<file path="config.mk">
export PLATFORM = sky130hd
export DESIGN_NAME = alu_operand_stage
export DESIGN_NICKNAME = d
export VERILOG_FILES = /design/src/rtl/alu_stage_pkg.sv /design/src/rtl/alu_regfile.sv /design/src/rtl/alu_operand_stage.sv
export SDC_FILE = /design/constraint.sdc
export NUM_CORES = 1
export LEC_CHECK = 0
export BUFFER_PORTS_ARGS = -buffer_cell sky130_fd_sc_hd__buf_2
export CORE_MARGIN = 5
export CORE_UTILIZATION = 50
export DETAILED_ROUTE_END_ITERATION = 10
export MAX_ROUTING_LAYER = met4
export PLACE_DENSITY = 0.72
export SYNTH_ARGS = -nofsm -noshare
export SYNTH_HDL_FRONTEND = slang
export SYNTH_SLANG_ARGS = --single-unit
</file>
<file path="constraint.sdc">
create_clock -name clk -period 8.9 [get_ports clk]
set_clock_uncertainty 0.15 [all_clocks]
set_input_delay 2.225 -clock clk [delete_from_list [all_inputs] [get_ports clk]]
set_output_delay 2.225 -clock clk [all_outputs]
set_load 0.02 [all_outputs]
</file>
<file path="src/rtl/alu_stage_pkg.sv">
// Shared definitions for the ALU operand stage: default widths, FSM encoding, PSR layout.
package alu_stage_pkg;

    localparam int unsigned DEF_WIDTH  = 16;
    localparam int unsigned DEF_ADDR_W = 4;
    localparam int unsigned DEF_OP_W   = 8;
    localparam int unsigned PSR_W      = 5;

    localparam int unsigned PSR_C = 0;
    localparam int unsigned PSR_L = 1;
    localparam int unsigned PSR_F = 2;
    localparam int unsigned PSR_Z = 3;
    localparam int unsigned PSR_N = 4;

    typedef enum logic [1:0] {
        ST_IDLE  = 2'd0,
        ST_FETCH = 2'd1,
        ST_EXEC  = 2'd2,
        ST_WB    = 2'd3
    } state_t;

    // Field order matches the PSR bit positions, N in the MSB down to C in the LSB.
    typedef struct packed {
        logic n;
        logic z;
        logic f;
        logic l;
        logic c;
    } psr_t;

    function automatic psr_t make_psr(input logic n, input logic z, input logic f,
                                      input logic l, input logic c);
        psr_t p;
        p.n = n;
        p.z = z;
        p.f = f;
        p.l = l;
        p.c = c;
        return p;
    endfunction

endpackage

</file>
<file path="src/rtl/alu_regfile.sv">
// Register file with three combinational read ports and one muxed write port.
module alu_regfile
    import alu_stage_pkg::*;
#(
    parameter int unsigned WIDTH  = DEF_WIDTH,
    parameter int unsigned ADDR_W = DEF_ADDR_W
) (
    input  logic              clk,
    input  logic              rst_n,
    input  logic              wb_we,
    input  logic [ADDR_W-1:0] wb_addr,
    input  logic [WIDTH-1:0]  wb_data,
    input  logic              ext_we,
    input  logic [ADDR_W-1:0] ext_addr,
    input  logic [WIDTH-1:0]  ext_data,
    input  logic [ADDR_W-1:0] a_addr,
    output logic [WIDTH-1:0]  a_data,
    input  logic [ADDR_W-1:0] b_addr,
    output logic [WIDTH-1:0]  b_data,
    input  logic [ADDR_W-1:0] d_addr,
    output logic [WIDTH-1:0]  d_data
);

    localparam int unsigned NREGS = 2 ** ADDR_W;

    logic [WIDTH-1:0] regs_q [NREGS];

    // Writeback wins over an external load; the caller gates each enable by state.
    always_ff @(posedge clk or negedge rst_n) begin
        if (!rst_n) begin
            for (int unsigned i = 0; i < NREGS; i++) begin
                regs_q[i] <= '0;
            end
        end else if (wb_we) begin
            regs_q[wb_addr] <= wb_data;
        end else if (ext_we) begin
            regs_q[ext_addr] <= ext_data;
        end
    end

    assign a_data = regs_q[a_addr];
    assign b_data = regs_q[b_addr];
    assign d_data = regs_q[d_addr];

endmodule

</file>
<file path="src/rtl/alu_operand_stage.sv">
// Sequenced operand fetch / result writeback stage sitting in front of an external ALU.
module alu_operand_stage
    import alu_stage_pkg::*;
#(
    parameter int unsigned WIDTH  = DEF_WIDTH,
    parameter int unsigned ADDR_W = DEF_ADDR_W,
    parameter int unsigned OP_W   = DEF_OP_W
) (
    input  logic              clk,
    input  logic              rst_n,
    input  logic              start,
    input  logic [OP_W-1:0]   opcode_in,
    input  logic [ADDR_W-1:0] rdest,
    input  logic [ADDR_W-1:0] rsrc,
    input  logic [WIDTH-1:0]  imm,
    input  logic              use_imm,
    input  logic              wb_en,
    input  logic              flags_we,
    input  logic              ext_we,
    input  logic [ADDR_W-1:0] ext_addr,
    input  logic [WIDTH-1:0]  ext_data,
    input  logic [ADDR_W-1:0] dbg_addr,
    output logic [WIDTH-1:0]  dbg_data,
    output logic [WIDTH-1:0]  alu_a,
    output logic [WIDTH-1:0]  alu_b,
    output logic [OP_W-1:0]   alu_opcode,
    input  logic [WIDTH-1:0]  alu_c,
    input  logic              alu_carry,
    input  logic              alu_flag,
    input  logic              alu_low,
    input  logic              alu_negative,
    input  logic              alu_zero,
    output logic              busy,
    output logic              done,
    output logic [PSR_W-1:0]  psr
);

    state_t state_q, state_d;

    logic [OP_W-1:0]   op_q;
    logic [ADDR_W-1:0] rdest_q, rsrc_q;
    logic [WIDTH-1:0]  imm_q;
    logic              use_imm_q, wb_en_q, flags_we_q;

    logic [WIDTH-1:0]  res_q;
    psr_t              flags_q;

    logic [WIDTH-1:0]  rf_a, rf_b;
    logic              accept, rf_wb_we, rf_ext_we;

    assign accept    = (state_q == ST_IDLE) && start;
    assign rf_wb_we  = (state_q == ST_WB) && wb_en_q;
    assign rf_ext_we = (state_q == ST_IDLE) && ext_we;

    always_ff @(posedge clk or negedge rst_n) begin
        if (!rst_n) state_q <= ST_IDLE;
        else        state_q <= state_d;
    end

    always_comb begin
        state_d = state_q;
        unique case (state_q)
            ST_IDLE:  if (start) state_d = ST_FETCH;
            ST_FETCH: state_d = ST_EXEC;
            ST_EXEC:  state_d = ST_WB;
            ST_WB:    state_d = ST_IDLE;
            default:  state_d = ST_IDLE;
        endcase
    end

    // Request fields are frozen at acceptance so inputs may change during the operation.
    always_ff @(posedge clk or negedge rst_n) begin
        if (!rst_n) begin
            op_q       <= '0;
            rdest_q    <= '0;
            rsrc_q     <= '0;
            imm_q      <= '0;
            use_imm_q  <= 1'b0;
            wb_en_q    <= 1'b0;
            flags_we_q <= 1'b0;
        end else if (accept) begin
            op_q       <= opcode_in;
            rdest_q    <= rdest;
            rsrc_q     <= rsrc;
            imm_q      <= imm;
            use_imm_q  <= use_imm;
            wb_en_q    <= wb_en;
            flags_we_q <= flags_we;
        end
    end

    always_ff @(posedge clk or negedge rst_n) begin
        if (!rst_n) begin
            alu_a      <= '0;
            alu_b      <= '0;
            alu_opcode <= '0;
            res_q      <= '0;
            flags_q    <= '0;
            psr        <= '0;
            done       <= 1'b0;
            busy       <= 1'b0;
        end else begin
            done <= (state_q == ST_WB);
            busy <= (state_d != ST_IDLE);
            if (state_q == ST_FETCH) begin
                alu_a      <= rf_a;
                alu_b      <= use_imm_q ? imm_q : rf_b;
                alu_opcode <= op_q;
            end
            if (state_q == ST_EXEC) begin
                res_q   <= alu_c;
                flags_q <= make_psr(alu_negative, alu_zero, alu_flag, alu_low, alu_carry);
            end
            if ((state_q == ST_WB) && flags_we_q) begin
                psr <= flags_q;
            end
        end
    end

    alu_regfile #(
        .WIDTH  (WIDTH),
        .ADDR_W (ADDR_W)
    ) u_regfile (
        .clk      (clk),
        .rst_n    (rst_n),
        .wb_we    (rf_wb_we),
        .wb_addr  (rdest_q),
        .wb_data  (res_q),
        .ext_we   (rf_ext_we),
        .ext_addr (ext_addr),
        .ext_data (ext_data),
        .a_addr   (rdest_q),
        .a_data   (rf_a),
        .b_addr   (rsrc_q),
        .b_data   (rf_b),
        .d_addr   (dbg_addr),
        .d_data   (dbg_data)
    );

endmodule
</file>
Word level (Yosys, flattened, before mapping)
Index checks and enable logic that the tools add are counted.

Magnitude comparators: 6. Equality and inequality tests: 3. Mux-type cells: 20. Bitwise operators: 4. Reductions and logical operators: 9.

Operators by type and width (count): bitwise mux 256 bit (2); 2-to-1 mux 256 bit (2); binary-select mux 16 bit (select 4 bit) (3); 2-to-1 mux 16 bit (9); demux 16 bit (select 4 bit) (2); >= comparator 5 bit, second input constant (4); NOT 4 -> 5 bit (4); < comparator 5 x 1 -> 1 bit, second input constant (2); one-hot mux 2 bit (4 select lines) (1); logical AND 1 bit (6); equality test 2 bit, second input constant (2); nonzero test 2 bit (2); equality test 2 x 1 -> 1 bit, second input constant (1); zero test 2 bit (1); 2-to-1 mux 2 bit (1).

Flip-flop bits (word level): 361. Input port bits: 84.

Longest topological paths before layout
Gate-level depths: netlist of the first run.

Word-level depth: 8. Gate-level depth with buffers: 9.

Cells and area by module
From an unflattened synthesis of the first run, not the netlist that was laid out.

Cell total of the unflattened synthesis: 1714. Area total of the unflattened synthesis: 22073.7 sq um.

Modules (own cells, without submodules): alu_regfile (instances 1, cells an instance 1449, area each 17870.9 sq um, sequential area each 6406.1 sq um); alu_operand_stage (instances 1, cells an instance 265, area each 4202.8 sq um, sequential area each 2627.5 sq um).

Worst setup path after synthesis of the first run
OpenSTA, ideal clock, no wires.

Kind: input port to output port. Start point: input dbg_addr[0]. End point: output dbg_data[0]. Arrival: 3.800 ns. Slack: 2.725 ns. Stages on the path: 4. Path buffers: 2. Cells stage by stage: buf_2 buf_2 mux4_2 mux4_2.

Longest elaborated chain between the ends: 4.

RTL lines: start: declaration (line alu_operand_stage.sv:22) `input logic [ADDR_W-1:0] dbg_addr,`; NOT 4 -> 5 bit (implied by the code) (line alu_regfile.sv:43) `assign d_data = regs_q[d_addr];`; binary-select mux 16 bit (select 4 bit) (line alu_regfile.sv:43); 2-to-1 mux 16 bit (implied by the code) (2 in series) (line alu_regfile.sv:43); end: declaration (line alu_operand_stage.sv:23) `output logic [WIDTH-1:0] dbg_data,`.

Every way passes these cells. The select of a mux whose other input is x is not followed.

Final worst setup path of the first run
Start point: input dbg_addr[1]. End point: output dbg_data[13].

Same word-level chain as after synthesis.

==> results of run 1 <==
## final cells by class
class | count | share of cell area
clock inverter | 13 | 0.00414
multi-input combinational | 1162 | 0.498
tap | 592 | 0.0306
antenna | 4 | 0.000414
clock buffer | 56 | 0.0485
sequential | 361 | 0.374
inverter | 2 | 0.000310
timing repair buffer | 188 | 0.0443
## layer usage
layer	GRT usage	wire length, microns
met4	0.214	6110
met1	0.409	27900
met5	-	0
met3	0.113	10800
met2	0.485	35300
## registers in the layout, summed over array words and instances, names as in the netlist, 5 cells and up
| register | count |
|---|---|
| u_regfile.regs_q | 256 |
| alu_a | 16 |
| alu_b | 16 |
| imm_q | 16 |
| res_q | 16 |
| alu_opcode | 8 |
| op_q | 8 |
| flags_q | 5 |
| psr | 5 |
## placed cells by master (no fill, tap or decap), types with 5 or more instances in the layout
| cell type | netlist | routed |
|---|---|---|
| dfrtp_1 | 361 | 356 |
| o22ai_1 | 256 | 256 |
| mux4_2 | 176 | 176 |
| mux2_2 | 175 | 175 |
| buf_2 | 41 | 144 |
| mux2_1 | 126 | 126 |
| nand2_1 | 98 | 97 |
| mux2i_1 | 64 | 64 |
| a22oi_1 | 48 | 48 |
| a21oi_1 | 44 | 44 |
| buf_4 | 20 | 42 |
| clkbuf_16 | 0 | 41 |
| mux2_4 | 40 | 40 |
| nor2_1 | 35 | 34 |
| a31oi_1 | 16 | 16 |
| o22a_1 | 16 | 16 |
| nand3_1 | 14 | 14 |
| nor2b_1 | 12 | 12 |
| nand2_2 | 8 | 9 |
| clkbuf_8 | 0 | 9 |
| clkinv_2 | 0 | 8 |
| nand4_1 | 6 | 6 |
| nand3_2 | 6 | 6 |
| clkbuf_1 | 105 | 6 |
| and2_1 | 5 | 5 |
## through the flow
stage | instances | utilization | area, sq um
floorplan | 1724 | - | 22100
global placement | 2305 | 0.521 | 22900
detailed placement | 2305 | 0.521 | 22900
CTS | 2374 | 0.550 | 24200
global route | 2378 | 0.550 | 24200
finish | 2378 | 0.550 | 24200
## critical path, delay by kind of cell
| kind | cells | cell delay, ns |
|---|---|---|
| buf+inv | 3 | 1.57 |
| mux | 2 | 0.85 |
## worst paths after layout
| check | to | slack (ns) |
|---|---|---|
| worst min register to register | psr[3]$_DFFE_PN0P_ | 0.35 |
| worst min-delay path | psr[3]$_DFFE_PN0P_ | 0.35 |
| worst max register to register | u_regfile.regs_q[83]$_DFFE_PN0P_ | 4.84 |
| worst max-delay path | dbg_data[13] | 1.83 |
| max in group asynchronous | rsrc_q[0]$_DFFE_PN0P_ | 5.51 |
| min in group asynchronous | u_regfile.regs_q[178]$_DFFE_PN0P_ | 1.53 |
## power by group
| group | internal [mW] | leakage (nW) | switching, mW |
|---|---|---|---|
| clock network | 0.945 | 0.623 | 0.706 |
| logic | 2.27 | 4.70 | 2.31 |
| registers | 2.49 | 4.14 | 1.04 |
| total | 5.70 | 9.46 | 4.06 |
## cells by family after synthesis
kind of cell             Yosys count  share of synthesized area
buffers and inverters            201                     0.0464
multiplexers                     581                      0.389
AO/OA/AOI/OAI                    380                      0.110
AND/OR/NAND/NOR                  196                     0.0428
flip-flops                       361                      0.409
adder cells (fa/ha/maj)            5                    0.00283
==> results.yml, run 1 <==
clocking:
  h-tree-depth: 2
  cts_inserted_buffers: 39
  cts-root-buf: "clkbuf_16"
  cts_resized: 0
  hold_buffers: 0
  cts_setup_buffers: 0
  cts_num_sinks: 361
  clock_latency_ns: 0.56
  cts_tree: "done"
  cts.clk_slew.worst_paths_ns: 0.06
  clockBufferDepth: 3
sta:
  rsz0062_at_grt: "no"
  final_max_slew_viol_count: 0
  hold_ws_ns: 0.354
  max_freq_mhz: 141
  worstMarginPinSlew_ns: 1.44
  setup_violations: 0
  maxSlewHeadroom: 0.0382
  final-hold-violation-count: 0
  fin_setup_tns_ns: 0
  fin_crit_sh: 0.795
  fin_crit_ns: 7.07
  fin_ws_ns: 1.83
setup_path:
  rr_startpoint: "rdest_q[0]$_DFFE_PN0P_"
  cp-start-kind: "input port"
  end_kind: "primary output"
  r2r_cells: 5
  crit_arrival_ns: 4.70
  critical_path_class: "in2out"
  crit_path_top_delay_cell: "buf_2"
  max_stage_delay_ns: 0.96
  worstPathMaxFanout: 49
  cp-startpoint: "dbg_addr[1]"
  critPathRequiredTime_ns: 6.53
  crit_chain: "buf_2 > buf_4 > mux4_2 > mux4_2 > buf_2"
yosys:
  netlist_top_cells_count: "361 x dfrtp_1, 256 x o22ai_1, 176 x mux4_2"
  ys_warn_count: 0
  avgSynthCellArea_sq_um: 12.8
  synth-main-ff-cell: "dfrtp_1"
  synthesis.nets: 1813
  yosysSeqAreaShare: 0.409
  async_flop_share: 1.00
  yosysTopAreaCell: "dfrtp_1"
  synth_edf_count: 0
  yosysMostFrequentCell: "dfrtp_1"
  synth_seq_cells: 361
  synth_top_area_frac: 0.409
  syn_inst: 1724
  synth_area_leaders: "dfrtp_1 41%, mux4_2 18%, mux2_2 8.9%, o22ai_1 7.3%, mux2_1 6.4%"
  synthDistinctLibCells: 33
  netlist_area_sq_um: 22100
detailed_routing:
  antenna_left: 0
  first_pass_iters: 6
  drtIter0Drc: 2669
  drc: 0
  wirelength_microns: 80100
  vias: 17900
  wl_per_cell_microns: 33.7
  via_per_inst: 7.52
layout:
  seq_area_sq_um: 9040
  drive_gt1_frac: 0.378
  final_nets: 1843
  multi_input_area_sq_um: 12000
  nFillCells: 3624
  syn_to_final_growth_pct: 9.50
min_path:
  min_from: "psr[3]$_DFFE_PN0P_"
  holdCritPathClass: "reg2reg"
  worstHoldPathCells: 1
global_route:
  track_usage: 0.337
  grt_max_degree: 149
  antenna_found_initial: 4
  grt_pass1_wl_microns: 118000
  overflow: 0
  grt_pass1_vias: 17900
job:
  maxCapViolations: 0
power:
  vdd_ir_drop_max_v: 0.000238
  totalPowerFinal_mw: 9.76
  powerDensity_nw_per_um2: 404
  power_leakage_nw: 9.46
run_status:
  status: "completed"
placed_design:
  port_buffers: 146
  place_congestion: 0.965
  dpl_worst_slack_ns: 1.86
  hpwl_microns: 50300
floorplanning:
  die_h_microns: 220
  die_area_sq_um: 48500
  rows: 77
  initial_core_util: 0.503
  die_w_microns: 220
  core_sq_um: 43900
  ioPinCount: 147
No activity file was read; power rests on OpenSTA's default activity.
==> run 2: changes to the inputs <==
Settings changed: PLACE_DENSITY 0.72 to 0.74.
Clock period 8.9 ns to 5.8 ns, I/O delays scaled along.
==> results.yml, run 2 (same netlist as run 1, synthesis figures left out) <==
floorplanning:
  ioPinCount: 147
  die_area_sq_um: 48500
  initial_core_util: 0.503
  die_h_microns: 220
  rows: 77
  core_sq_um: 43900
  die_w_microns: 220
detailed_routing:
  antenna_left: 0
  via_per_inst: 7.56
  vias: 18000
  first_pass_iters: 9
  wl_per_cell_microns: 33.6
  drtIter0Drc: 3129
  wirelength_microns: 80000
  drc: 0
clocking:
  h-tree-depth: 2
  hold_buffers: 0
  cts_tree: "done"
  cts_num_sinks: 361
  cts.clk_slew.worst_paths_ns: 0.06
  cts_setup_buffers: 0
  cts_resized: 0
  cts-root-buf: "clkbuf_16"
  cts_inserted_buffers: 38
  clock_latency_ns: 0.55
  clockBufferDepth: 3
run_status:
  status: "finished, violations left"
  violations: "max-capacitance violations"
layout:
  final_common_cell: "dfrtp_1"
  utilization: 0.553
  final_nets: 1850
  multi_input_area_sq_um: 12000
  largest_reg_flops: 256
  syn_to_final_growth_pct: 9.94
  regMostFlops: "u_regfile.regs_q"
  fin_area_sq_um: 24300
  nFillCells: 3543
  seq_area_sq_um: 9040
  mostFrequentLayoutCells: "356 x dfrtp_1, 256 x o22ai_1, 176 x mux4_2, 175 x mux2_2, 144 x buf_2"
  drive_gt1_frac: 0.380
global_route:
  grt_pass1_wl_microns: 117000
  track_usage: 0.335
  grt_max_degree: 129
  grt_pass1_vias: 18100
  overflow: 0
  antenna_found_initial: 0
sta:
  rsz0062_at_grt: "no"
  final-hold-violation-count: 0
  maxSlewHeadroom: 0.0110
  worstMarginPinSlew_ns: 1.48
  fin_crit_ns: 4.95
  final_max_slew_viol_count: 0
  fin_crit_sh: 0.853
  fin_setup_tns_ns: 0
  hold_ws_ns: 0.351
  max_freq_mhz: 202
  setup_violations: 0
power:
  switchingPower_mw: 6.17
  vdd_ir_drop_max_v: 0.000322
  powerDensity_nw_per_um2: 617
  clockPowerShare: 0.171
  totalPowerFinal_mw: 15.0
  power_leakage_nw: 9.51
  p_sw_frac: 0.412
  power_frac_comb: 0.464
  seqPwrFrac: 0.365
  p_int_mw: 8.81
setup_path:
  r2r_cells: 5
  rrSetupSlack_ns: 1.50
  worstPathMaxFanout: 64
  critical_path_class: "in2out"
  cp-start-kind: "input port"
  crit_arrival_ns: 3.35
  critPathRequiredTime_ns: 4.20
  rr_startpoint: "rdest_q[2]$_DFFE_PN0P_"
  end_kind: "primary output"
  r2r_end: "u_regfile.regs_q[2]$_DFFE_PN0P_"
job:
  maxCapViolations: 1
placed_design:
  port_buffers: 146
  place_congestion: 1.00
  placed_area_sq_um: 23000
  hpwl_microns: 49500
min_path:
  holdCritPathClass: "reg2reg"
  min_from: "alu_opcode[4]$_DFFE_PN0N_"
  min_to: "alu_opcode[4]$_DFFE_PN0N_"
  worstHoldPathCells: 1
-- run 2: through the flow --
stage                     instances  setup slack, ns
final                          2383            0.853
after global routing           2382            0.789
after CTS                      2382            0.846
after detailed placement       2313            0.868
after global placement         2313            0.905
after floorplan                1724             1.17
-- run 2: how the worst max path moves through the flow --
stage / startpoint / end / slack, ns / depth (start not counted)
after floorplan: dbg_addr[0] / dbg_data[0] / 1.17 / 4
after global placement: dbg_addr[0] / dbg_data[15] / 0.90 / 5
after detailed placement: dbg_addr[0] / dbg_data[15] / 0.87 / 5
after CTS: dbg_addr[0] / dbg_data[11] / 0.85 / 5
after global routing: dbg_addr[0] / dbg_data[11] / 0.79 / 5
final: dbg_addr[0] / dbg_data[11] / 0.85 / 5
-- run 2: critical path, cell delays in order --
cell and delay, ns:
buf_4 0.09, buf_12 0.42, mux4_2 0.61, mux4_2 0.54, buf_2 0.19
-- run 2: layout make-up --
class                      count  share of cell area
tap                          592              0.0305
sequential                   361               0.373
clock buffer                  52              0.0447
timing repair buffer         196              0.0481
clock inverter                17             0.00809
inverter                       2            0.000309
multi-input combinational   1162               0.496
antenna                        1            0.000103
-- run 2: routing by layer --
metal  vias to the layer above  track usage  routed length [microns]
li1                       6846            -                        -
met1                      8932        0.397                    26200
met2                      1736        0.488                    35100
met3                       512        0.110                    11800
met4                         0        0.224                     6930
met5                         -            -                        0
-- run 2: power by group through the flow --
stage | Sequential [mW] | Combinational [mW] | Clock (mW)
5_1_grt | 5.57 | 7.26 | 2.66
3_3_place_gp | 5.30 | 6.58 | 0
6_report | 5.47 | 6.95 | 2.56
3_5_place_dp | 5.38 | 6.74 | 0
2_1_floorplan | 4.76 | 5.20 | 0
4_1_cts | 5.35 | 6.78 | 2.57
==> run 3: changes to the inputs <==
Settings changed: CORE_UTILIZATION 50 to 55, PLACE_DENSITY 0.74 to 0.8.
==> results.yml, run 3 (same netlist as run 1, synthesis figures left out) <==
sta:
  maxSlewHeadroom: 0.0402
  fin_crit_sh: 0.851
  max_freq_mhz: 203
  worstMarginPinSlew_ns: 1.44
  fin_crit_ns: 4.94
  fin_setup_tns_ns: 0
  final-hold-violation-count: 0
  setup_violations: 0
  rsz0062_at_grt: "no"
  final_max_slew_viol_count: 0
power:
  powerDensity_nw_per_um2: 619
  seqPwrFrac: 0.363
  p_sw_frac: 0.415
  power_frac_comb: 0.469
  switchingPower_mw: 6.22
  vdd_ir_drop_max_v: 0.000285
  power_leakage_nw: 9.53
  clockPowerShare: 0.168
  p_int_mw: 8.77
  totalPowerFinal_mw: 15.0
setup_path:
  crit_arrival_ns: 3.34
  rrSetupSlack_ns: 1.85
  rr_startpoint: "state_q[0]$_DFF_PN0_"
  end_kind: "primary output"
  critical_path_class: "in2out"
  worstPathMaxFanout: 64
  critPathRequiredTime_ns: 4.20
  cp_common_cell: "mux4_2"
  r2r_end: "u_regfile.regs_q[215]$_DFFE_PN0P_"
  cpLargestDelayFamily: "multiplexers"
  r2r_cells: 6
  cp-start-kind: "input port"
  max_stage_delay_ns: 0.58
  crit_path_top_delay_cell: "mux4_2"
  crit_chain: "buf_4 > buf_12 > mux4_2 > mux4_2 > buf_2"
  crit_buf_inv: 3
clocking:
  cts_setup_buffers: 0
  cts_inserted_buffers: 39
  cts_num_sinks: 361
  cts.clk_slew.worst_paths_ns: 0.06
  clockBufferDepth: 3
  cts_tree: "done"
  hold_buffers: 0
  h-tree-depth: 2
  cts_resized: 0
  cts-root-buf: "clkbuf_16"
  clock_latency_ns: 0.56
min_path:
  min_to: "psr[0]$_DFFE_PN0P_"
  min_from: "psr[0]$_DFFE_PN0P_"
  holdCritPathClass: "reg2reg"
  worstHoldPathCells: 1
floorplanning:
  die_w_microns: 210
  initial_core_util: 0.556
  die_h_microns: 210
  core_sq_um: 39700
  rows: 73
  ioPinCount: 147
  die_area_sq_um: 44300
detailed_routing:
  first_pass_iters: 9
  antenna_left: 0
  drtIter0Drc: 2783
  drc: 0
  wirelength_microns: 79500
  via_per_inst: 7.79
  wl_per_cell_microns: 34.2
  vias: 18100
layout:
  nFillCells: 2957
  final_nets: 1855
  syn_to_final_growth_pct: 9.70
  final_common_cell: "dfrtp_1"
  drive_gt1_frac: 0.381
  seq_area_sq_um: 9040
  mostFrequentLayoutCells: "356 x dfrtp_1, 256 x o22ai_1, 176 x mux4_2, 175 x mux2_2, 144 x buf_2"
  largest_reg_flops: 256
  regMostFlops: "u_regfile.regs_q"
  multi_input_area_sq_um: 12000
global_route:
  antenna_found_initial: 3
  overflow: 0
  track_usage: 0.362
  grt_max_degree: 115
  grt_pass1_vias: 18000
  grt_pass1_wl_microns: 117000
placed_design:
  place_congestion: 1.00
  hpwl_microns: 49200
  port_buffers: 146
job:
  maxCapViolations: 0
run_status:
  status: "completed"
-- run 3: metrics by stage --
| step | std cells | hold slack (ns) | setup slack (ns) | util | area [sq um] |
|---|---|---|---|---|---|
| 5_1_grt | 2322 | 0.356 | 0.796 | 0.610 | 24200 |
| 4_1_cts | 2320 | 0.351 | 0.856 | 0.609 | 24200 |
| 3_5_place_dp | 2250 | 0.342 | 0.850 | 0.577 | 22900 |
| 3_3_place_gp | 2250 | 0.329 | 0.905 | 0.577 | 22900 |
| 2_1_floorplan | 1724 | 0.324 | 1.17 | - | 22100 |
| 6_report | 2323 | 0.350 | 0.864 | 0.610 | 24200 |
-- run 3: worst reg2reg max path, stage by stage, from the launching register on --
cell and delay (ns):
dfrtp_1 0.41, ha_1 0.27, nand2_1 0.09, buf_4 0.46, nand3_1 0.82, o22a_1 1.03, mux2_1 0.57
-- run 3: worst max path at each step --
stage | startpoint | to | slack, ns | cells past startpoint
detailed placement | dbg_addr[0] | dbg_data[11] | 0.85 | 5
global placement | dbg_addr[0] | dbg_data[13] | 0.91 | 5
finish | dbg_addr[0] | dbg_data[15] | 0.86 | 5
global route | dbg_addr[0] | dbg_data[11] | 0.80 | 5
CTS | dbg_addr[0] | dbg_data[11] | 0.86 | 5
floorplan | dbg_addr[0] | dbg_data[0] | 1.17 | 4
-- run 3: final cells by class --
cell class                 count  share of cell area
tap                          525              0.0271
clock buffer                  60              0.0486
sequential                   361               0.373
clock inverter                10             0.00408
timing repair buffer         200              0.0495
antenna                        3            0.000310
inverter                       2            0.000310
multi-input combinational   1162               0.497
-- run 3: power groups by stage --
| stage | Clock [mW] | Combinational, mW | Sequential, mW |
|---|---|---|---|
| after global placement | 0 | 6.61 | 5.24 |
| after CTS | 2.52 | 6.85 | 5.29 |
| after floorplan | 0 | 5.20 | 4.76 |
| after detailed placement | 0 | 6.79 | 5.32 |
| final | 2.53 | 7.03 | 5.43 |
| after global routing | 2.63 | 7.33 | 5.51 |
-- run 3: per-layer routing --
layer / part of all wire / wire length [microns] / GRT usage
met4: 0.082 / 6560 / 0.235
met1: 0.33 / 26400 / 0.447
met3: 0.15 / 11600 / 0.112
met2: 0.44 / 35000 / 0.518
met5: 0 / 0 / -
